[config.mk]
export PLATFORM = sky130hd
export DESIGN_NAME = axi_rd_arbiter
export DESIGN_NICKNAME = d
export VERILOG_FILES = /design/src/rtl/axi_rd_arbiter.sv
export SDC_FILE = /design/constraint.sdc
export NUM_CORES = 1
export LEC_CHECK = 0
export ABC_AREA = 0
export CAP_MARGIN = 20
export CORE_AREA = 2 2 202 204
export CTS_BUF_LIST = sky130_fd_sc_hd__clkbuf_4 sky130_fd_sc_hd__clkbuf_8
export DETAILED_ROUTE_END_ITERATION = 16
export DIE_AREA = 0 0 204 206
export HOLD_SLACK_MARGIN = 0.05
export RECOVER_POWER = 100
export SLEW_MARGIN = 5
export SYNTH_ARGS = -nofsm -noshare
export SYNTH_HDL_FRONTEND = slang
export SYNTH_SLANG_ARGS = --single-unit
[constraint.sdc]
create_clock -name clk -period 2.73 [get_ports clk]
set_input_delay 0.4095 -clock clk [delete_from_list [all_inputs] [get_ports clk]]
set_output_delay 0.4095 -clock clk [all_outputs]
set_load 0.02 [all_outputs]
[src/rtl/axi_rd_arbiter.sv]
// Two-requester AXI read arbiter: one shared read port with a single burst in flight.
// A captured AR is replayed on the master side; R beats are steered back to the owner.
module axi_rd_arbiter #(
    parameter int unsigned ID_WIDTH   = 4,
    parameter int unsigned ADDR_WIDTH = 64,
    parameter int unsigned DATA_WIDTH = 64,
    parameter int unsigned USER_WIDTH = 1
) (
    input  logic                  clk,
    input  logic                  rst,

    input  logic [ID_WIDTH-1:0]   s0_ar_id,
    input  logic [ADDR_WIDTH-1:0] s0_ar_addr,
    input  logic [7:0]            s0_ar_len,
    input  logic [2:0]            s0_ar_size,
    input  logic [1:0]            s0_ar_burst,
    input  logic                  s0_ar_lock,
    input  logic [3:0]            s0_ar_cache,
    input  logic [2:0]            s0_ar_prot,
    input  logic [3:0]            s0_ar_qos,
    input  logic [3:0]            s0_ar_region,
    input  logic [USER_WIDTH-1:0] s0_ar_user,
    input  logic                  s0_ar_valid,
    output logic                  s0_ar_ready,
    output logic [ID_WIDTH-1:0]   s0_r_id,
    output logic [DATA_WIDTH-1:0] s0_r_data,
    output logic [1:0]            s0_r_resp,
    output logic                  s0_r_last,
    output logic [USER_WIDTH-1:0] s0_r_user,
    output logic                  s0_r_valid,
    input  logic                  s0_r_ready,

    input  logic [ID_WIDTH-1:0]   s1_ar_id,
    input  logic [ADDR_WIDTH-1:0] s1_ar_addr,
    input  logic [7:0]            s1_ar_len,
    input  logic [2:0]            s1_ar_size,
    input  logic [1:0]            s1_ar_burst,
    input  logic                  s1_ar_lock,
    input  logic [3:0]            s1_ar_cache,
    input  logic [2:0]            s1_ar_prot,
    input  logic [3:0]            s1_ar_qos,
    input  logic [3:0]            s1_ar_region,
    input  logic [USER_WIDTH-1:0] s1_ar_user,
    input  logic                  s1_ar_valid,
    output logic                  s1_ar_ready,
    output logic [ID_WIDTH-1:0]   s1_r_id,
    output logic [DATA_WIDTH-1:0] s1_r_data,
    output logic [1:0]            s1_r_resp,
    output logic                  s1_r_last,
    output logic [USER_WIDTH-1:0] s1_r_user,
    output logic                  s1_r_valid,
    input  logic                  s1_r_ready,

    output logic [ID_WIDTH-1:0]   m_ar_id,
    output logic [ADDR_WIDTH-1:0] m_ar_addr,
    output logic [7:0]            m_ar_len,
    output logic [2:0]            m_ar_size,
    output logic [1:0]            m_ar_burst,
    output logic                  m_ar_lock,
    output logic [3:0]            m_ar_cache,
    output logic [2:0]            m_ar_prot,
    output logic [3:0]            m_ar_qos,
    output logic [3:0]            m_ar_region,
    output logic [USER_WIDTH-1:0] m_ar_user,
    output logic                  m_ar_valid,
    input  logic                  m_ar_ready,
    input  logic [ID_WIDTH-1:0]   m_r_id,
    input  logic [DATA_WIDTH-1:0] m_r_data,
    input  logic [1:0]            m_r_resp,
    input  logic                  m_r_last,
    input  logic [USER_WIDTH-1:0] m_r_user,
    input  logic                  m_r_valid,
    output logic                  m_r_ready
);

    typedef enum logic [1:0] {StIdle, StAddr, StData} state_e;

    state_e state_q, state_d;
    logic   grant_q, grant_d;
    logic   prio_q, prio_d;
    logic   rst_q;

    logic [ID_WIDTH-1:0]   ar_id_q, ar_id_d;
    logic [ADDR_WIDTH-1:0] ar_addr_q, ar_addr_d;
    logic [7:0]            ar_len_q, ar_len_d;
    logic [2:0]            ar_size_q, ar_size_d;
    logic [1:0]            ar_burst_q, ar_burst_d;
    logic                  ar_lock_q, ar_lock_d;
    logic [3:0]            ar_cache_q, ar_cache_d;
    logic [2:0]            ar_prot_q, ar_prot_d;
    logic [3:0]            ar_qos_q, ar_qos_d;
    logic [3:0]            ar_region_q, ar_region_d;
    logic [USER_WIDTH-1:0] ar_user_q, ar_user_d;

    logic blk;
    logic gnt_valid;
    logic gnt_sel;
    logic in_data;

    // Outputs stay quiet while reset is applied and for one cycle after it.
    assign blk = rst | rst_q;

    always_comb begin
        gnt_valid = (s0_ar_valid | s1_ar_valid) & (state_q == StIdle) & ~blk;
        if (s0_ar_valid && s1_ar_valid) begin
            gnt_sel = prio_q;
        end else begin
            gnt_sel = s1_ar_valid;
        end
    end

    always_comb begin
        state_d     = state_q;
        grant_d     = grant_q;
        prio_d      = prio_q;
        ar_id_d     = ar_id_q;
        ar_addr_d   = ar_addr_q;
        ar_len_d    = ar_len_q;
        ar_size_d   = ar_size_q;
        ar_burst_d  = ar_burst_q;
        ar_lock_d   = ar_lock_q;
        ar_cache_d  = ar_cache_q;
        ar_prot_d   = ar_prot_q;
        ar_qos_d    = ar_qos_q;
        ar_region_d = ar_region_q;
        ar_user_d   = ar_user_q;
        unique case (state_q)
            StIdle: begin
                if (gnt_valid) begin
                    state_d = StAddr;
                    grant_d = gnt_sel;
                    prio_d  = ~gnt_sel;
                    if (gnt_sel) begin
                        ar_id_d     = s1_ar_id;
                        ar_addr_d   = s1_ar_addr;
                        ar_len_d    = s1_ar_len;
                        ar_size_d   = s1_ar_size;
                        ar_burst_d  = s1_ar_burst;
                        ar_lock_d   = s1_ar_lock;
                        ar_cache_d  = s1_ar_cache;
                        ar_prot_d   = s1_ar_prot;
                        ar_qos_d    = s1_ar_qos;
                        ar_region_d = s1_ar_region;
                        ar_user_d   = s1_ar_user;
                    end else begin
                        ar_id_d     = s0_ar_id;
                        ar_addr_d   = s0_ar_addr;
                        ar_len_d    = s0_ar_len;
                        ar_size_d   = s0_ar_size;
                        ar_burst_d  = s0_ar_burst;
                        ar_lock_d   = s0_ar_lock;
                        ar_cache_d  = s0_ar_cache;
                        ar_prot_d   = s0_ar_prot;
                        ar_qos_d    = s0_ar_qos;
                        ar_region_d = s0_ar_region;
                        ar_user_d   = s0_ar_user;
                    end
                end
            end
            StAddr: begin
                if (m_ar_ready) begin
                    state_d = StData;
                end
            end
            StData: begin
                if (m_r_valid && m_r_ready && m_r_last) begin
                    state_d = StIdle;
                end
            end
            default: state_d = StIdle;
        endcase
    end

    always_comb begin
        s0_ar_ready = gnt_valid & ~gnt_sel;
        s1_ar_ready = gnt_valid & gnt_sel;
        m_ar_valid  = (state_q == StAddr) & ~blk;
        in_data     = (state_q == StData) & ~blk;
        m_r_ready   = in_data & (grant_q ? s1_r_ready : s0_r_ready);
        s0_r_valid  = in_data & ~grant_q & m_r_valid;
        s1_r_valid  = in_data & grant_q & m_r_valid;
    end

    // Payload goes to both requesters; only the owner sees valid.
    assign s0_r_id   = m_r_id;
    assign s0_r_data = m_r_data;
    assign s0_r_resp = m_r_resp;
    assign s0_r_last = m_r_last;
    assign s0_r_user = m_r_user;
    assign s1_r_id   = m_r_id;
    assign s1_r_data = m_r_data;
    assign s1_r_resp = m_r_resp;
    assign s1_r_last = m_r_last;
    assign s1_r_user = m_r_user;

    assign m_ar_id     = ar_id_q;
    assign m_ar_addr   = ar_addr_q;
    assign m_ar_len    = ar_len_q;
    assign m_ar_size   = ar_size_q;
    assign m_ar_burst  = ar_burst_q;
    assign m_ar_lock   = ar_lock_q;
    assign m_ar_cache  = ar_cache_q;
    assign m_ar_prot   = ar_prot_q;
    assign m_ar_qos    = ar_qos_q;
    assign m_ar_region = ar_region_q;
    assign m_ar_user   = ar_user_q;

    always_ff @(posedge clk) begin
        rst_q <= rst;
        if (rst) begin
            state_q     <= StIdle;
            grant_q     <= 1'b0;
            prio_q      <= 1'b0;
            ar_id_q     <= '0;
            ar_addr_q   <= '0;
            ar_len_q    <= '0;
            ar_size_q   <= '0;
            ar_burst_q  <= '0;
            ar_lock_q   <= 1'b0;
            ar_cache_q  <= '0;
            ar_prot_q   <= '0;
            ar_qos_q    <= '0;
            ar_region_q <= '0;
            ar_user_q   <= '0;
        end else begin
            state_q     <= state_d;
            grant_q     <= grant_d;
            prio_q      <= prio_d;
            ar_id_q     <= ar_id_d;
            ar_addr_q   <= ar_addr_d;
            ar_len_q    <= ar_len_d;
            ar_size_q   <= ar_size_d;
            ar_burst_q  <= ar_burst_d;
            ar_lock_q   <= ar_lock_d;
            ar_cache_q  <= ar_cache_d;
            ar_prot_q   <= ar_prot_d;
            ar_qos_q    <= ar_qos_d;
            ar_region_q <= ar_region_d;
            ar_user_q   <= ar_user_d;
        end
    end

endmodule

==> results_dict.tcl <==
set metrics [dict create \
    reg2reg_slack_ps 350 \
    clkTransAtPathRegs_ps 110 \
    fraction_of_registers_with_async_set_reset_pct 0 \
    yosys.cell_types.count 31 \
    timing_max_transition_violations_final 37 \
    rr_endpoint "m_ar_len[5]" \
    power_density_nw_per_um2 454.8 \
    hold_path.startpoint "s1_ar_valid" \
    die_width_microns 204 \
    die_height_microns 206 \
    port_buffers 310 \
    worst_ep_arrival_time_ps 2040 \
    hold_path.class "input port to flip-flop" \
    worst-endpoint-required_ps 2320 \
    dp_slack_ps 412.9 \
    grt_start_max_net_pins 100 \
    final_layout_setup_total_negative_slack_ps 0 \
    reg2reg_depth 5 \
    number_of_max_cap_violations 1 \
    area.sequential_sq_um 2062 \
    slew_headroom_pct -0.4784 \
    ant_nets 0 \
    layout_min_cycle_time_ps 2446 \
    cp-start-kind "flip-flop" \
    clock_sinks 103 \
    cts.htree.levels 3 \
    worst_setup_path_end_kind "primary output" \
    cells_after_synth 756 \
    dp_hpwl_mm 18.11 \
    cts.repair_timing.setup_buffer_count 0 \
    cts.root.buffer_cell "sky130_fd_sc_hd__clkbuf_8" \
    commonest_cells_in_the_synthesized_netlist "sky130_fd_sc_hd__buf_4, sky130_fd_sc_hd__dfxtp_1, sky130_fd_sc_hd__a21oi_1" \
    cts_hold_buf 0 \
    synthToLayoutAreaGrowth_pct 43.68 \
    most_frequent_cell_after_synthesis "sky130_fd_sc_hd__buf_4" \
    initial_antenna_violation_count 0 \
    finish.utilization_pct 21.86 \
    synthDominantAreaCellType "sky130_fd_sc_hd__dfxtp_1" \
    drt_iter0_markers 529 \
    ys_seq_area_share_pct 33.73 \
    route.detailed.vias_per_inst 4.512 \
    tritoncts "done" \
    netlist_area_sq_um 6113 \
    cts_made_buffers 9 \
    netlist_top_cells_area "sky130_fd_sc_hd__dfxtp_1, sky130_fd_sc_hd__buf_4, sky130_fd_sc_hd__a311oi_1" \
    timing_worst_slew_pin_value_ps 1507 \
    synth-warning-count 0 \
    ioPinCount 524 \
    syn-num-nets 1032 \
    global_route.overflow_total 0 \
    path_cells "nor3_4, nand3_1, nor2_1, dlygate4sd3_1" \
    clock.fmax_mhz 408.9 \
    finalSetupViolations 0 \
    syn_avg_cell_area_sq_um 8.086 \
    period_share_pct 89.58 \
    yosys_register_bits 103 \
    clock_path_buffers 2 \
    hold-path-cell-count 3 \
    placementRows 74 \
    number_of_hold_slack_violations_in_the_final_timing_report 0 \
    grt_pass1_vias 6116 \
    num_vias 6308 \
    failed_checks "max-capacitance violations, max-slew violations" \
    yosysTopAreaCellShare_pct 33.73 \
    multiInputGateArea_sq_um 2521 \
    starting_density_of_the_core_pct 15.21 \
    wl_per_cell_microns 19.11 \
    fillerInstances 4423 \
    cellLeakagePower_nw 2.986 \
    grt_usage_pct 11.99 \
    synth_enable_flop_cells 0 \
    worstReg2RegStart "state_q[0]" \
    die-area_sq_um 42020 \
    timing.hold.worst_endpoint "m_ar_lock" \
    core_area_sq_um 40180 \
    drt_pass1_iterations 7 \
    clock-skew-final_ps 11.78 \
    rsz0062_at_grt "false" \
    clock_insertion_delay_worst_skew_ps 410 \
    design.final.nets 1137 \
    min_setup_slack_post_route_ps 284.5 \
    detail_route.drc_violations 0 \
    antenna_cells_inserted 0 \
    outcome "complete, but fails checks" \
    gpl.final_weighted_congestion 0.7582 \
    criticalPathCategory "flip-flop to primary output" \
    crit_path_top_delay_cell "sky130_fd_sc_hd__dlygate4sd3_1" \
    critPathMaxFanout 4 \
    wire_length_of_the_first_global_routing_pass_mm 38.36 \
    route.final.wire_length_mm 26.72 \
    max_stage_delay_ps 680 \
    vdd_drop_max_v 0.0001887 \
    synth-main-ff-cell "sky130_fd_sc_hd__dfxtp_1" \
    post_route_cells_drive_above_1_share_pct 4.734 \
]
-- logic make-up (layout without fill, tap and decap cells) --
logic type             count (synthesis)  count (layout)  share of synthesized area (%)
buffers and inverters                236             346                          24.46
multiplexers                           1               1                         0.1637
AO/OA/AOI/OAI                        301             301                          31.95
AND/OR/NAND/NOR                      115             115                          9.701
flip-flops                           103             103                          33.73
-- cell usage in the layout (no fill, tap or decap) --
master and instances:
sky130_fd_sc_hd__nor3_1 1, sky130_fd_sc_hd__buf_4 8, sky130_fd_sc_hd__nand2b_4 1, sky130_fd_sc_hd__inv_1 3, sky130_fd_sc_hd__a311oi_1 98, sky130_fd_sc_hd__or3b_2 1
sky130_fd_sc_hd__nand4_1 1, sky130_fd_sc_hd__buf_12 8, sky130_fd_sc_hd__o21ba_4 1, sky130_fd_sc_hd__clkbuf_1 2, sky130_fd_sc_hd__mux2i_1 1, sky130_fd_sc_hd__nor2_1 5
sky130_fd_sc_hd__clkbuf_2 1, sky130_fd_sc_hd__nand2b_1 1, sky130_fd_sc_hd__or4b_2 1, sky130_fd_sc_hd__inv_6 1, sky130_fd_sc_hd__nor4bb_1 1, sky130_fd_sc_hd__clkbuf_4 1
sky130_fd_sc_hd__clkinv_2 2, sky130_fd_sc_hd__dlygate4sd3_1 104, sky130_fd_sc_hd__bufinv_16 1, sky130_fd_sc_hd__clkdlybuf4s50_1 202, sky130_fd_sc_hd__dfxtp_1 103, sky130_fd_sc_hd__a21o_1 1
sky130_fd_sc_hd__clkinv_4 1, sky130_fd_sc_hd__clkbuf_8 11, sky130_fd_sc_hd__nor3_4 1, sky130_fd_sc_hd__and2_0 1, sky130_fd_sc_hd__a211oi_1 1, sky130_fd_sc_hd__o41ai_1 1
sky130_fd_sc_hd__a21oi_1 100, sky130_fd_sc_hd__o21ai_0 95, sky130_fd_sc_hd__nor2b_4 1, sky130_fd_sc_hd__o31ai_1 1, sky130_fd_sc_hd__buf_6 1, sky130_fd_sc_hd__nand2_1 1
sky130_fd_sc_hd__o21ai_1 3, sky130_fd_sc_hd__nand3_1 99
-- where the power goes --
part | internal (mW) | switching, mW
logic | 0.575 | 0.633
clock network | 0.489 | 0.627
registers | 1.61 | 0.0575
total | 2.68 | 1.32
-- worst max path at each step --
stage,from,end,slack [ps]
floorplan,rst,s0_r_valid,800
global placement,rst,m_r_ready,380
detailed placement,rst,m_r_ready,410
CTS,state_q[0],m_r_ready,30
global route,state_q[0],s0_r_valid,120
finish,state_q[0],s0_r_valid,280
-- through the flow --
stage | hold WS (ps) | total power [mW] | area, sq um | instances
floorplan | 437.2 | 2.589 | 6113 | 756
global placement | 503.3 | 2.964 | 8658 | 1382
detailed placement | 512.8 | 2.976 | 8658 | 1382
CTS | 332.9 | 4.134 | 8870 | 1398
global route | 400.1 | 4.207 | 8783 | 1398
finish | 427.0 | 3.994 | 8783 | 1398
-- registers in the layout, indices dropped and copies added (netlist names), 2 cells and up --
signal	cells
m_ar_region	4
m_ar_qos	4
m_ar_cache	4
m_ar_size	3
m_ar_addr	64
m_ar_len	8
state_q	2
m_ar_prot	3
m_ar_burst	2
m_ar_id	4
-- worst max-delay path, delay by kind of cell, from the launching register on --
family	cells	cell delay, ps
flip-flops	1	380
buffers and inverters	1	680
AND/OR/NAND/NOR	3	560
-- cell type report --
class	count	area share [%]
timing repair buffer	326	37.65
sequential	103	23.48
tap	532	7.578
multi-input combinational	417	28.70
clock buffer	12	1.809
clock inverter	4	0.5983
inverter	4	0.1852
-- what timing repair did --
item | CTS | global route
setup endpoints to repair | 0 | 1
hold endpoints to repair | 0 | 0
gates resized for setup | 0 | 1
-- layer usage --
metal  track usage (%)  wire [microns]
met1             13.17            9925
met2             20.77           13420
met3             4.178            2520
met4             5.512             855
met5                 0               0
No activity file was read; power rests on OpenSTA's default activity.
